<file path="src/rtl/dual_fetch.sv">
// Dual-instruction fetch stage with IF/ID pair register (slot0 = pc, slot1 = pc+4).
// Optional performance counters enabled by defining DUAL_FETCH_PERF_EN.
module dual_fetch #(
  parameter logic [31:0] RESET_PC = 32'h0000_0000,
  parameter logic [31:0] NOP_WORD = 32'h0000_0000
) (
  input  logic        clk,
  input  logic        rst,
  input  logic        stall,
  input  logic        flush,
  input  logic [31:0] redirect_pc,
  input  logic        rewind,
  input  logic        imem_valid,
  input  logic [31:0] imem_rdata0,
  input  logic [31:0] imem_rdata1,
  output logic [31:0] imem_addr0,
  output logic [31:0] imem_addr1,
  output logic [31:0] inst0_old,
  output logic [31:0] inst1_old,
  output logic [31:0] pc0_id,
  output logic [31:0] pc1_id,
  output logic        valid0_id,
  output logic        valid1_id
`ifdef DUAL_FETCH_PERF_EN
  ,
  output logic [31:0] perf_pairs,
  output logic [31:0] perf_rewinds
`endif
);

  typedef enum logic [1:0] {BOOT, RUN, WAIT} state_t;

  state_t      state_reg, state_next;
  logic [31:0] pc_reg, pc_next;
  logic [31:0] inst0_reg, inst1_reg;
  logic [31:0] pc0_reg, pc1_reg;
  logic        valid_reg;
  logic        load_pair, clear_pair, do_rewind;

  assign imem_addr0 = pc_reg;
  assign imem_addr1 = pc_reg + 32'd4;

  assign inst0_old = inst0_reg;
  assign inst1_old = inst1_reg;
  assign pc0_id    = pc0_reg;
  assign pc1_id    = pc1_reg;
  assign valid0_id = valid_reg;
  assign valid1_id = valid_reg;

  always_ff @(posedge clk) begin
    if (rst) begin
      state_reg <= BOOT;
      pc_reg    <= RESET_PC;
    end else begin
      state_reg <= state_next;
      pc_reg    <= pc_next;
    end
  end

  // RUN and WAIT share the same per-edge priority; the state only records
  // whether the last non-stalled edge found memory not ready.
  always_comb begin
    state_next = state_reg;
    pc_next    = pc_reg;
    load_pair  = 1'b0;
    clear_pair = 1'b0;
    do_rewind  = 1'b0;
    case (state_reg)
      BOOT: begin
        state_next = RUN;
        if (flush) begin
          pc_next    = redirect_pc & ~32'd3;
          clear_pair = 1'b1;
        end
      end
      default: begin
        if (flush) begin
          pc_next    = redirect_pc & ~32'd3;
          clear_pair = 1'b1;
          state_next = RUN;
        end else if (stall) begin
          state_next = state_reg;
        end else if (!imem_valid) begin
          clear_pair = 1'b1;
          state_next = WAIT;
        end else begin
          load_pair  = 1'b1;
          do_rewind  = rewind;
          state_next = RUN;
          pc_next    = pc_reg + (rewind ? 32'd4 : 32'd8);
        end
      end
    endcase
  end

  always_ff @(posedge clk) begin
    if (rst) begin
      inst0_reg <= NOP_WORD;
      inst1_reg <= NOP_WORD;
      pc0_reg   <= 32'd0;
      pc1_reg   <= 32'd0;
      valid_reg <= 1'b0;
    end else if (clear_pair) begin
      inst0_reg <= NOP_WORD;
      inst1_reg <= NOP_WORD;
      valid_reg <= 1'b0;
    end else if (load_pair) begin
      inst0_reg <= imem_rdata0;
      inst1_reg <= imem_rdata1;
      pc0_reg   <= pc_reg;
      pc1_reg   <= pc_reg + 32'd4;
      valid_reg <= 1'b1;
    end
  end

`ifdef DUAL_FETCH_PERF_EN
  logic [31:0] perf_pairs_reg, perf_rewinds_reg;

  always_ff @(posedge clk) begin
    if (rst) begin
      perf_pairs_reg   <= 32'd0;
      perf_rewinds_reg <= 32'd0;
    end else begin
      if (load_pair) perf_pairs_reg <= perf_pairs_reg + 32'd1;
      if (do_rewind) perf_rewinds_reg <= perf_rewinds_reg + 32'd1;
    end
  end

  assign perf_pairs   = perf_pairs_reg;
  assign perf_rewinds = perf_rewinds_reg;
`endif

endmodule

</file>
<file path="config.mk">
export PLATFORM = sky130hd
export DESIGN_NAME = dual_fetch
export DESIGN_NICKNAME = d
export VERILOG_FILES = /design/src/rtl/dual_fetch.sv
export SDC_FILE = /design/constraint.sdc
export NUM_CORES = 1
export LEC_CHECK = 0
export ABC_AREA = 1
export BUFFER_PORTS_ARGS = -buffer_cell sky130_fd_sc_hd__buf_2
export CORE_MARGIN = 4
export CORE_UTILIZATION = 40
export DETAILED_ROUTE_END_ITERATION = 8
export GPL_TIMING_DRIVEN = 0
export PLACE_DENSITY = 0.71
export SYNTH_ARGS = -nofsm -noshare
export SYNTH_HDL_FRONTEND = slang
export SYNTH_SLANG_ARGS = --single-unit
export TNS_END_PERCENT = 30
</file>
<file path="constraint.sdc">
create_clock -name clk -period 2 [get_ports clk]
set_clock_uncertainty 0.1 [all_clocks]
set_input_delay 0 -clock clk [delete_from_list [all_inputs] [get_ports clk]]
set_output_delay 0 -clock clk [all_outputs]
set_load 0.005 [all_outputs]
</file>
**Word-level counts from Yosys, hierarchy flattened**

Cells that the tools add are included.

- Word-level logic and storage cells: 39
- Input bits: 102
- Register bits: 163
- Output and inout bits: 194

- Equality and inequality tests: 3
- Bitwise logic cells: 1
- Reduce and logical (&&, ||, !) cells: 6
- Muxes and demuxes: 19
- Add/sub/neg operators: 2

Operators by type and width:

| cell | count |
|---|---|
| two-way mux 32 bit | 5 |
| adder 32 x 3 -> 32 bit, second input constant | 1 |
| adder 32 x 4 -> 32 bit | 1 |
| two-way mux 1 bit | 12 |
| two-way mux 4 bit | 1 |
| != test 3 x 1 -> 1 bit, second input constant | 1 |
| AND reduction 3 bit | 1 |
| OR reduction 3 bit | 1 |
| logical NOT 2 bit | 1 |
| two-way mux 2 bit | 1 |
| != test 2 x 1 -> 1 bit, second input constant | 1 |
| != test 2 bit, second input constant | 1 |
| AND reduction 2 bit | 1 |
| nonzero test 2 bit | 1 |
| OR reduction 2 bit | 1 |
| inverter 1 bit | 1 |

**Depth between registers and ports, before layout**

Gate-level depths: netlist of the first run.

- Depth in word-level cells: 6
- Mapped depth: 11
- Gate-level depth less buffers: 11

**Worst setup path after synthesis of the first run**

OpenSTA, ideal clock, no wires.

- Kind: register to register
- Start: register pc_reg[2], in the netlist imem_addr0[2]
- End: register pc_reg[26], in the netlist imem_addr0[26]
- Required time: 1,768 ps
- Clock period less this slack: 1,878 ps
- Setup slack: 122 ps
- Buffers on the path: 0
- Library setup time: 132 ps
- Stages on the path, launching flop included: 11
- Arrival: 1,646 ps
- Cell sequence: dfxtp_1 ha_1 fa_1 nand3_1 inv_1 nand2_1 inv_2 nand3_1 nand3_1 nand2_1 a21oi_1

- Cells in the longest elaborated chain, start to end: 5

RTL lines:

| element | line | text |
|---|---|---|
| start, declared | 34 | `logic [31:0] pc_reg, pc_next;` |
| start signal, assigned | 56 | `pc_reg <= pc_next;` |
| adder 32 x 4 -> 32 bit | 90 | `pc_next = pc_reg + (rewind ? 32'd4 : 32'd8);` |
| two-way mux 32 bit | 83 | `end else if (!imem_valid) begin` |
| two-way mux 32 bit | 81 | `end else if (stall) begin` |
| two-way mux 32 bit | 77 | `if (flush) begin` |
| two-way mux 32 bit | 68 | `case (state_reg)` |

Every way passes these cells. The select of a mux whose other input is x is not followed.
A chain may end at the register's enable or synchronous reset.

**Worst setup path after layout of the first run**

- Start: register pc_reg[2], in the netlist imem_addr0[2]
- End: output imem_addr1[18]

- Cells in the longest elaborated chain, start to end: 1

RTL lines:

| element | line | text |
|---|---|---|
| adder 32 x 3 -> 32 bit | 41 | `assign imem_addr1 = pc_reg + 32'd4;` |
| end, declared | 17 | `output logic [31:0] imem_addr1,` |

Every way passes these cells.

==> run_results.csv, run 1 <==
group,metric,value,unit
global_routing,first_global_vias,8539,
worst_setup_path,cp_max_fo,4,
synth,synth_edf_count,0,
die,fp.dieW,142,um
synth,synth.most_common_cell,"nor2_1",
global_routing,grt_pass1_wl,45100,um
die,fp-row-count,48,
routing,drt_iter0_drc,600,
routing,wl_per_cell,17.1,um
worst_setup_path,cp_slowest_cell,"dfxtp_4",
global_routing,grt_use_total,28.3,%
sta,hold_violations,0,
power,p_per_area,684,nW/um^2
sta,max-slew-margin-rel,54.2,%
placed_design,dp_slack,-0.322,ns
synth,synthCells,1042,
synth,synthDistinctLibCells,32,
worst_setup_path,critPathTopFamily,"simple AND/OR/NAND/NOR gates",
placed_design,placed_area,8910,um^2
sta,setup-tns-final,-0.144,ns
cts,clock_sinks,157,
worst_setup_path,crit_chain,"ha_4 > inv_2 > nor2_4 > nand2_2 > nor2_1 > xor2_1 > buf_2",
synth,synthArstFlopShare,0,%
worst_setup_path,startpoint_type,"flop",
min_path,min_path_type,"input port to flop",
die,fp.coreArea,17400,um^2
sta,final.min_clock_period,2.05,ns
routing,wl,29700,um
sta,post-route-period-util,102,%
sta,whs,0.215,ns
synth,yosysWarnings,0,
synth,ys_seq_elements,157,
global_routing,grt_max_degree,18,
synth,yosys-top-cells-count,"269 x nor2_1, 157 x dfxtp_1, 148 x nand2_1, 129 x o21ai_0, 73 x inv_1",
layout,antennaDiodeCount,0,
worst_setup_path,timing_worst_setup_path_type,"flop to output port",
cts,root_buffer,"clkbuf_16",
sta,rsz0062_at_grt,"yes",
cts,cts_tree,"yes",
layout,final_core_util,65.9,%
worst_setup_path,path_buf_inv,2,
run_status,violations,"setup timing",
layout,num-nets-final,1602,
synth,yosys.area.top_type_share,43.8,%
routing,vias_per_cell,5.06,
worst_setup_path,crit_arrival,1.95,ns
global_routing,antenna_found_initial,0,
run_status,outcome,"complete, but fails checks",
global_routing,grt_overflow_total,0,
die,die_h,142,um
synth,synth_ff_type,"dfxtp_1",
die,io_pins,296,
layout,syn_to_final_growth,60.0,%
die,die_area,20100,um^2
cts,clk_pin_slew,0.07,ns
sta,tightest_slew,0.687,ns
placed_design,gp_congestion,0.950,
cts,htreeDepth,4,
routing,route.vias.total,8770,
job,maxCapViolCount,0,
layout,drive_gt1_share,34.6,%
cts,clk_path_buf_depth,2,
die,initial_core_util,41.2,%
placed_design,portBuffers,285,
power,leakagePower,5.74,nW
layout,fin_area,11500,um^2
worst_setup_path,crit_path_end_kind,"output port",
worst_setup_path,cp.required,1.90,ns
sta,finalSetupViolCount,7,
routing,drc,0,
synth,yosys.area.top_type,"dfxtp_1",
synth,avgSynthCellArea,6.88,um^2
synth,synthTopCellsByArea,"dfxtp_1 44%, nor2_1 14%, o21ai_0 9.0%",
cts,insertion_delay,0.44,ns
sta,layout_setup_ws,-0.0458,ns
layout,final.fill_count,1462,
placed_design,hpwlAfterDp,20500,um
worst_setup_path,cpPeakStageDelay,0.38,ns
routing,drtAntennaViolNets,0,
power,irDropWorstVdd,0.599,mV
cts,cts_buffers,17,
sta,fmax,489,MHz
synth,yosysSeqAreaShare,43.8,%
routing,dr.pass1.iters,6,
synth,synth_area,7170,um^2
sta,maxSlewViolCount,0,
[layer usage]
layer | vias to the layer above | part of all wire (%) | wire (um) | track usage, %
met3 | 74 | 8.3 | 2460 | 6.17
li1 | 4188 | - | - | -
met1 | 4055 | 39 | 11500 | 33.5
met5 | - | 0 | 0 | 0
met4 | 0 | 3.4 | 999 | 11.1
met2 | 453 | 49 | 14700 | 50.0
[cell type report]
type,instances,area (um^2),share of cell area [%]
Timing Repair Buffer,429,2810,24.5
Inverter,77,289,2.52
Clock buffer,18,429,3.74
Sequential cell,157,3190,27.8
Clock inverter,14,176,1.54
Multi-Input combinational cell,746,3930,34.3
Tap cell,225,282,2.45
Buffer,68,364,3.17
[through the flow]
stage                     power [mW]  std cells
after floorplan                 3.85       1049
after global placement          4.29       1559
after detailed placement        4.30       1559
after CTS                       7.82       1719
after global routing            8.13       1734
final                           7.85       1734
[cells by family (layout without fill, tap and decap cells)]
family	after synthesis	count (layout)	share of synthesized area, %
compound gates	212	212	15.2
xor+xnor	32	32	3.91
fa+ha+maj	4	4	0.803
buf+inv	146	606	8.51
flops	157	157	43.8
other cells	1	8	0.0523
simple gates	490	490	27.7
[layout by cell type, fill, tap and decap left out, types with 15 or more instances in the layout]
master / Yosys / routed
nand3_1: 39 / 35
xor2_2: 0 / 15
dlygate4sd3_1: 0 / 101
nor2_4: 3 / 25
o21ai_1: 17 / 18
inv_1: 73 / 67
o21ai_0: 129 / 128
dfxtp_1: 157 / 136
clkbuf_16: 0 / 17
a21oi_1: 52 / 52
nor2_1: 269 / 252
buf_2: 9 / 291
nand2_2: 6 / 22
nand2_1: 148 / 121
clkbuf_1: 43 / 32
buf_4: 13 / 45
[where the power goes]
| group | internal (mW) | leakage (nW) | switching (mW) |
|---|---|---|---|
| registers | 3.24 | 1.29 | 0.117 |
| logic | 0.553 | 4.17 | 0.626 |
| clock network | 1.79 | 0.287 | 1.53 |
| total | 5.58 | 5.74 | 2.27 |
[worst reg2reg max path, delay by kind of cell, from the launching register on]
family,cells,cell delay (ns)
AO/OA/AOI/OAI,1,0.21
buffers and inverters,2,0.24
AND/OR/NAND/NOR,5,0.55
adder cells (fa/ha/maj),2,0.49
flip-flops,1,0.38
[timing repair]
item	CTS	global route
hold endpoints to repair	97	0
pin swaps	21	31
hold buffers	101	0
buffers inserted	27	17
endpoints found under the setup margin	53	123
resized for setup	98	85
[worst paths after layout]
check             cells after the start        endpoint  slack (ns)            from
hold reg to reg                       2       pc1_id[2]        0.36       pc1_id[2]
setup reg to reg                     10  imem_addr0[14]       -0.03   imem_addr0[2]
hold / removal                        4    inst1_old[8]        0.21  imem_rdata1[8]
setup / recovery                      7  imem_addr1[18]       -0.05   imem_addr0[2]
Power figures use the tool's default switching activity.
==> run 2, diff against run 1 <==
--- a/config.mk
+++ b/config.mk
@@ -5,13 +5,13 @@
 export SDC_FILE = /design/constraint.sdc
 export NUM_CORES = 1
 export LEC_CHECK = 0
-export ABC_AREA = 1
 export BUFFER_PORTS_ARGS = -buffer_cell sky130_fd_sc_hd__buf_2
 export CORE_MARGIN = 4
 export CORE_UTILIZATION = 40
 export DETAILED_ROUTE_END_ITERATION = 8
 export GPL_TIMING_DRIVEN = 0
-export PLACE_DENSITY = 0.71
+export PLACE_DENSITY = 0.72
+export SKIP_LAST_GASP = 1
 export SYNTH_ARGS = -nofsm -noshare
 export SYNTH_HDL_FRONTEND = slang
 export SYNTH_SLANG_ARGS = --single-unit
==> run_results.csv, run 2 <==
group,metric,value,unit
global_routing,grt_pass1_wl,45400,um
layout,final_common_cell,"buf_2",
sta,finalSetupViolCount,97,
die,die_h,139,um
placed_design,placed_area,8620,um^2
routing,drtAntennaViolNets,0,
cts,cts_buffers,17,
worst_setup_path,startpoint,"imem_addr0[22]",
sta,layout_setup_ws,-0.531,ns
worst_setup_path,setup.worst_path.end,"imem_addr1[30]",
worst_setup_path,startpoint_type,"flop",
cts,clock_sinks,157,
synth,synth_ff_type,"dfxtp_1",
synth,synthCells,892,
synth,synthTopCellsByArea,"dfxtp_1 46%, nand2_1 13%, a21oi_1 8.2%",
routing,vias_per_cell,5.57,
synth,yosysWarnings,0,
placed_design,gp_congestion,0.972,
synth,ys_seq_elements,157,
layout,final_cell_mix,"286 x buf_2, 227 x nand2_1, 133 x dfxtp_1, 112 x a21oi_1, 100 x dlygate4sd3_1",
synth,yosys.area.top_type_share,45.8,%
sta,hold_violations,0,
global_routing,grt_use_total,29.4,%
routing,route.vias.total,8945,
sta,setup-tns-final,-10.70,ns
die,io_pins,296,
sta,final.min_clock_period,2.53,ns
power,leakagePower,5.27,nW
synth,synthArstFlopShare,0,%
global_routing,grt_max_degree,17,
layout,num-nets-final,1477,
global_routing,antenna_found_initial,2,
worst_setup_path,reg2reg_from,"imem_addr0[22]",
synth,yosysSeqAreaShare,45.8,%
layout,final.fill_count,1197,
routing,drc,0,
cts,clk_pin_slew,0.07,ns
worst_setup_path,crit_arrival,2.43,ns
worst_setup_path,reg2reg_depth,5,
sta,fmax,395,MHz
run_status,outcome,"complete, but fails checks",
synth,synth_area,6860,um^2
synth,synth_edf_count,0,
layout,final_core_util,69.4,%
die,initial_core_util,41.1,%
worst_setup_path,timing_worst_setup_path_type,"flop to output port",
synth,synth.most_common_cell,"nand2_1",
sta,post-route-period-util,127,%
die,die_area,19300,um^2
global_routing,grt_overflow_total,0,
cts,clk_path_buf_depth,2,
layout,fin_area,11600,um^2
global_routing,first_global_vias,8316,
sta,maxSlewViolCount,0,
die,fp-row-count,47,
sta,rsz0062_at_grt,"yes",
routing,wl,32100,um
sta,tightest_slew,0.787,ns
layout,syn_to_final_growth,68.9,%
synth,avgSynthCellArea,7.69,um^2
die,fp.coreArea,16700,um^2
die,fp.dieW,139,um
cts,cts_tree,"yes",
cts,insertion_delay,0.43,ns
routing,drt_iter0_drc,858,
routing,dr.pass1.iters,6,
worst_setup_path,crit_path_end_kind,"output port",
cts,htreeDepth,4,
power,p_per_area,683,nW/um^2
placed_design,hpwlAfterDp,19500,um
synth,yosys.area.top_type,"dfxtp_1",
layout,final_cells,1605,
synth,synthDistinctLibCells,56,
layout,drive_gt1_share,39.1,%
worst_setup_path,r2r_end,"imem_addr0[26]",
placed_design,portBuffers,285,
synth,yosys-top-cells-count,"235 x nand2_1, 157 x dfxtp_1, 113 x a21oi_1, 86 x nor2_1, 58 x clkbuf_1",
cts,root_buffer,"clkbuf_16",
min_path,min_path_type,"input port to flop",
run_status,violations,"setup timing",
worst_setup_path,r2r_setup_slack,-0.29,ns
job,maxCapViolCount,0,
placed_design,dp_cells,1404,
power,irDropWorstVdd,0.599,mV
sta,max-slew-margin-rel,47.5,%
worst_setup_path,cp_max_fo,8,
power,total_power,7.92,mW
routing,wl_per_cell,20.0,um
worst_setup_path,cp.required,1.90,ns
[run 2: cell families (layout without fill, tap and decap cells)]
kind of cell	after synthesis	after routing	share of synthesized area, %
adders and majority gates	4	4	0.839
xor gates and xnor gates	37	37	4.72
other	1	9	0.0547
AOI/OAI and AO/OA	188	188	16.5
DFF	157	157	45.8
and+or+nand+nor	410	410	26.1
buffers and inverters	94	579	5.89
muxes	1	1	0.146
[run 2: area by class of cell]
class / instances / area [um^2] / area share (%)
inverters: 13 / 48.8 / 0.421
diodes: 1 / 2.50 / 0.0216
plain buffers: 71 / 408 / 3.52
clock buffers: 17 / 425 / 3.67
multi-input cells: 648 / 3970 / 34.3
clock inverters: 15 / 174 / 1.50
repair buffers: 463 / 3070 / 26.5
well taps: 220 / 275 / 2.38
flip-flops and latches: 157 / 3210 / 27.7
[run 2: per-layer routing]
layer	vias to the layer above	part of all wire, %	global-route usage [%]
met5	-	0.041	0
met4	2	6.7	14.6
met3	220	10	7.93
met2	703	47	50.5
met1	4066	36	33.7
li1	3954	-	-
[run 2: worst min path at each step]
stage / from / end / slack (ns) / cells past startpoint
after CTS: imem_valid / state_reg[1] / 0.03 / 3
after floorplan: redirect_pc[16] / imem_addr0[16] / 0.009 / 2
after global placement: redirect_pc[16] / imem_addr0[16] / 0.1 / 3
final: flush / imem_addr0[18] / 0.11 / 5
after global routing: flush / imem_addr0[18] / 0.13 / 5
after detailed placement: redirect_pc[16] / imem_addr0[16] / 0.10 / 3
[run 2: worst max-delay path, stage by stage (launching register included)]
cell,delay [ns]
dfxtp_2,0.48
nand4_1,0.36
nor4_2,0.54
nand3_1,0.22
xnor2_2,0.24
buf_2,0.15
[run 2: through the flow]
stage	setup slack, ns	hold slack, ns
floorplan	-0.147	0.00862
global placement	-0.676	0.0993
detailed placement	-0.727	0.105
CTS	-0.366	0.0326
global route	-0.504	0.133
finish	-0.531	0.113
[run 2: what timing repair did]
action | in CTS | in global routing
gates resized for setup | 111 | 108
setup endpoints to repair | 176 | 169
setup buffers | 50 | 31
hold buffers | 100 | 0
pin swaps | 26 | 35
hold endpoints to repair | 99 | 0
[run 2: power breakdown]
| group | switching, mW | leakage (nW) | internal (mW) | total (mW) |
|---|---|---|---|---|
| Clock | 1.47 | 0.294 | 1.88 | 3.35 |
| Combinational | 0.630 | 3.69 | 0.608 | 1.24 |
| Sequential | 0.117 | 1.29 | 3.21 | 3.33 |
